<file path="config.mk">
export PLATFORM = sky130hd
export DESIGN_NAME = led_pattern_gen
export DESIGN_NICKNAME = d
export VERILOG_FILES = /design/src/rtl/led_pattern_gen.sv
export SDC_FILE = /design/constraint.sdc
export NUM_CORES = 1
export LEC_CHECK = 0
export CAP_MARGIN = 20
export CORE_MARGIN = 1
export CORE_UTILIZATION = 60
export CTS_CLUSTER_SIZE = 16
export DETAILED_ROUTE_END_ITERATION = 6
export PLACE_DENSITY = 0.83
export SLEW_MARGIN = 10
export SYNTH_ARGS = -nofsm -noshare
export SYNTH_HDL_FRONTEND = slang
export SYNTH_SLANG_ARGS = --single-unit
</file>
<file path="constraint.sdc">
create_clock -name CLOCK_50 -period 4.65 [get_ports CLOCK_50]
set_input_delay 1.395 -clock CLOCK_50 [delete_from_list [all_inputs] [get_ports CLOCK_50]]
set_output_delay 1.395 -clock CLOCK_50 [all_outputs]
set_load 0.1 [all_outputs]
</file>
<file path="src/rtl/led_pattern_gen.sv">
`default_nettype none
// ============================================================================
// Module   : led_pattern_gen
// Purpose  : Prescaled LED pattern generator (up, down, bounce, Gray count).
//            Optional manual step input enabled by macro LED_PATTERN_STEP_EN.
// Revision : 1.0 - initial release
// ============================================================================
module led_pattern_gen #(
    parameter int LED_W      = 10,
    parameter int PRESCALE_W = 24
) (
    input  logic                  CLOCK_50,
    input  logic                  RESET,
    input  logic                  run,
    input  logic [1:0]            mode,
    input  logic [PRESCALE_W-1:0] period,
    input  logic                  step,
    output logic [LED_W-1:0]      leds,
    output logic                  tick,
    output logic                  dir
);

    localparam logic [1:0] c_mode_up     = 2'b00;
    localparam logic [1:0] c_mode_down   = 2'b01;
    localparam logic [1:0] c_mode_bounce = 2'b10;
    localparam logic [1:0] c_mode_gray   = 2'b11;

    localparam logic [LED_W-1:0]      c_led_one = LED_W'(1);
    localparam logic [PRESCALE_W-1:0] c_pre_one = PRESCALE_W'(1);

    logic [1:0]            mode_q,   mode_d;
    logic [PRESCALE_W-1:0] pcount_q, pcount_d;
    logic [LED_W-1:0]      leds_q,   leds_d;
    logic [LED_W-1:0]      b_q,      b_d;
    logic                  tick_q,   tick_d;
    logic                  dir_q,    dir_d;

    logic                  auto_adv;
    logic                  step_adv;
    logic                  adv;
    logic [LED_W-1:0]      b_next;

`ifdef LED_PATTERN_STEP_EN
    logic step_meta_q;
    logic step_sync_q;
    logic step_prev_q;

    always_ff @(posedge CLOCK_50 or posedge RESET) begin
        if (RESET) begin
            step_meta_q <= 1'b0;
            step_sync_q <= 1'b0;
            step_prev_q <= 1'b0;
        end else begin
            step_meta_q <= step;
            step_sync_q <= step_meta_q;
            step_prev_q <= step_sync_q;
        end
    end

    // Manual steps only count while the prescaler is stopped.
    assign step_adv = step_sync_q & ~step_prev_q & ~run;
`else
    logic unused_step;
    assign unused_step = step;
    assign step_adv    = 1'b0;
`endif

    assign auto_adv = run & (pcount_q >= period);
    assign adv      = auto_adv | step_adv;

    always_comb begin
        mode_d   = mode_q;
        pcount_d = pcount_q;
        leds_d   = leds_q;
        b_d      = b_q;
        tick_d   = 1'b0;
        dir_d    = dir_q;
        b_next   = b_q + c_led_one;

        if (mode != mode_q) begin
            // A mode switch restarts the pattern and beats any pending advance.
            mode_d   = mode;
            pcount_d = '0;
            dir_d    = 1'b0;
            b_d      = '0;
            case (mode)
                c_mode_down:   leds_d = '1;
                c_mode_bounce: leds_d = c_led_one;
                default:       leds_d = '0;
            endcase
        end else begin
            if (run) begin
                pcount_d = auto_adv ? '0 : pcount_q + c_pre_one;
            end
            if (adv) begin
                tick_d = 1'b1;
                case (mode_q)
                    c_mode_up:   leds_d = leds_q + c_led_one;
                    c_mode_down: leds_d = leds_q - c_led_one;
                    c_mode_bounce: begin
                        if (!dir_q) begin
                            if (leds_q[LED_W-1]) begin
                                dir_d  = 1'b1;
                                leds_d = leds_q >> 1;
                            end else begin
                                leds_d = leds_q << 1;
                            end
                        end else begin
                            if (leds_q[0]) begin
                                dir_d  = 1'b0;
                                leds_d = leds_q << 1;
                            end else begin
                                leds_d = leds_q >> 1;
                            end
                        end
                    end
                    c_mode_gray: begin
                        b_d    = b_next;
                        leds_d = b_next ^ (b_next >> 1);
                    end
                    default: leds_d = leds_q;
                endcase
            end
        end
    end

    always_ff @(posedge CLOCK_50 or posedge RESET) begin
        if (RESET) begin
            mode_q   <= c_mode_up;
            pcount_q <= '0;
            leds_q   <= '0;
            b_q      <= '0;
            tick_q   <= 1'b0;
            dir_q    <= 1'b0;
        end else begin
            mode_q   <= mode_d;
            pcount_q <= pcount_d;
            leds_q   <= leds_d;
            b_q      <= b_d;
            tick_q   <= tick_d;
            dir_q    <= dir_d;
        end
    end

    assign leds = leds_q;
    assign tick = tick_q;
    assign dir  = dir_q;

endmodule
`default_nettype wire
</file>
==> results.toml <==
[clock_tree]
post_cts_buffers = 0
insertion_delay_ns = 0.32
max-clock-path-buffers = 2
cts.repair.resized = 0
cts_buffers = 5
clk_transition_reported_paths_ns = 0.10
cts.sinks = 48
htree_levels = 2
root_buffer = "clkbuf_8"
cts_hold_buf = 0
cts_tree = "yes"

[sta]
finalCriticalPeriod_ns = 3.66
finalHoldViolCount = 0
timing.setup.tns_ns = 0
tightest_slew_ns = 0.979
rsz0062_at_grt = "false"
fmax_mhz = 273
relSlewSlack = 0.345
fin_skew_ns = 0.00819
period_share = 0.786
setup_violations = 0
maxSlewViolCount = 0

[die]
die_w_um = 89.2
core_um2 = 7290
ios = 42
core.rowCount = 31
die_area_um2 = 7960
die_h_um = 89.2
initial_core_util = 0.626

[yosys]
synth_top_area_cell = "dfrtp_1"
synth-edff-count = 0
synthCells = 561
synth_cell_types = 85
async_reset_ff_frac = 1.00
avgSynthCellArea_um2 = 8.14
synth_nets = 627
synth-seq-cells = 48
ys_dominant_reg_cell = "dfrtp_1"
yosysWarnings = 0
synth_area_leaders = "dfrtp_1, ha_1, nand2_1"
synth_common_cells = "nand2_1, dfrtp_1, inv_1"
synth_top_area_frac = 0.263
synth.most_common_cell = "nand2_1"
ys_seq_area_frac = 0.263
syn_area_um2 = 4570

[worst_setup_path]
start_kind = "input pin"
worstPathRequired_ns = 4.88
cp-end-kind = "flop"
critical_path_arrival_ns = 3.89
crit_type = "input pin to flop"
worst-path-max-fanout = 31

[layout]
drive_gt1_frac = 0.0832
area_delta_synth_final_pct = 10.0
design_area_um2 = 5020
nets = 642
nFillCells = 623
ff_latch_area_um2 = 1200
multiInputGateArea_um2 = 2980
antenna_cells = 0
fin_cells = 676

[placement]
gp_congestion = 1.01
port_buffers = 40
dpl.hpwl_mm = 8.37
dp.cells = 667
placed_area_um2 = 4900

[global_routing]
grt_max_degree = 49
gr-total-overflow = 0
grt_pass1_vias = 3908
grt_pass1_wl_mm = 18.9
antenna_found_initial = 0
grt_use_total = 0.306

[detailed_routing]
viasPerCell = 6.38
drtPass1Iterations = 4
wl_met1_mm = 4.93
met2_length_mm = 5.43
top_layer_used = "met4"
drt_iter0_drc = 387
wl_mm = 11.5
detail_route.wl_per_cell_um = 17.0
drc = 0
wl_met3_um = 816
detail-route-antenna-nets = 0
num_vias = 4312

[run_status]
run_status = "complete, no violations"

[pwr]
leakage_nw = 2.10
pwr-share-clk = 0.247
p_per_area_nw_per_um2 = 220
sw_frac_of_total = 0.390
power_frac_comb = 0.333
internal-power_uw = 675
vdd_drop_max_v = 0.000131
power_frac_seq = 0.419
p_switching_uw = 432

[job]
cap_violations = 0

[hold_path]
min_path_type = "flop to flop"
## critical path, cell delays in order
cell             delay, ns
clkdlybuf4s50_1       0.46
inv_1                 0.04
ha_1                  0.29
nand4_1               0.20
nor2_1                0.23
o2111ai_1             0.18
or2_4                 0.42
a2111oi_2             0.41
mux2i_1               0.25
## placed cells by master (no fill, tap or decap), drive strengths merged, types with 4 or more instances in the layout
cell type	instances
nand2	68
dfrtp	48
inv	41
clkdlybuf4s50	40
ha	35
a21oi	35
nor2	33
nand3	28
nor3	27
o21ai	20
nand4	18
xnor2	16
xor2	12
mux2i	10
a211oi	10
or3	8
o211ai	8
clkbuf	6
and3	6
nor4	6
o2111ai	6
o31ai	6
buf	6
and2	6
nand2b	5
a31oi	5
a21o	5
a41oi	5
nor3b	4
or2	4
## per-layer routing
layer,track usage,vias up
met5,0,-
met4,0.114,0
met3,0.0471,32
met2,0.486,195
met1,0.421,2010
li1,-,2075
## worst paths after layout
check / start / to / slack (ns) / depth (start not counted)
max: period[22] / b_q[9]$_DFFE_PP0P_ / 0.99 / 9
min: pcount_q[0]$_DFFE_PP0P_ / pcount_q[0]$_DFFE_PP0P_ / 0.58 / 2
max reg2reg: mode_q[1]$_DFFE_PP0N_ / leds[7]$_DFFE_PP0P_ / 1.51 / 10
min reg2reg: pcount_q[0]$_DFFE_PP0P_ / pcount_q[0]$_DFFE_PP0P_ / 0.58 / 2
max in group asynchronous: RESET / b_q[5]$_DFFE_PP0P_ / 2.82 / 3
min in group asynchronous: RESET / pcount_q[23]$_DFFE_PP0P_ / 1.34 / 2
## power by group through the flow
| stage | sequential, mW | clock (mW) | combinational [mW] |
|---|---|---|---|
| 5_1_grt | 0.465 | 0.298 | 0.400 |
| 2_1_floorplan | 0.541 | 0 | 0.192 |
| 3_3_place_gp | 0.471 | 0 | 0.354 |
| 4_1_cts | 0.463 | 0.283 | 0.363 |
| 3_5_place_dp | 0.471 | 0 | 0.362 |
| 6_report | 0.464 | 0.274 | 0.369 |
## cells by family after synthesis
family	Yosys count	synth area share
XOR/XNOR	28	0.0554
AO/OA/AOI/OAI	136	0.221
buffers and inverters	80	0.0839
AND/OR/NAND/NOR	223	0.254
flip-flops	48	0.263
multiplexers	10	0.0219
adder cells (fa/ha/maj)	36	0.100
## sequential cells by signal, summed over array words and instances (netlist names)
register / count
pcount_q: 24
b_q: 10
leds: 10
mode_q: 2
dir: 1
tick: 1
## cell type report
class                           instances  area share
Sequential cell                        48       0.239
Tap cell                               99      0.0247
Timing Repair Buffer                   46      0.0912
Clock buffer                            6      0.0164
Clock inverter                          2     0.00299
Inverter                               42      0.0314
Multi-Input combinational cell        433       0.594
## stage by stage
| step | worst slack (ns) | utilization | total power [mW] | hold slack, ns |
|---|---|---|---|---|
| 2_1_floorplan | 1.54 | - | 0.733 | 0.535 |
| 3_3_place_gp | 0.778 | 0.673 | 0.825 | 0.557 |
| 3_5_place_dp | 0.682 | 0.673 | 0.834 | 0.567 |
| 4_1_cts | 1.01 | 0.686 | 1.11 | 0.582 |
| 5_1_grt | 0.828 | 0.689 | 1.16 | 0.604 |
| 6_report | 0.993 | 0.689 | 1.11 | 0.577 |
No activity file was read; power rests on OpenSTA's default activity.
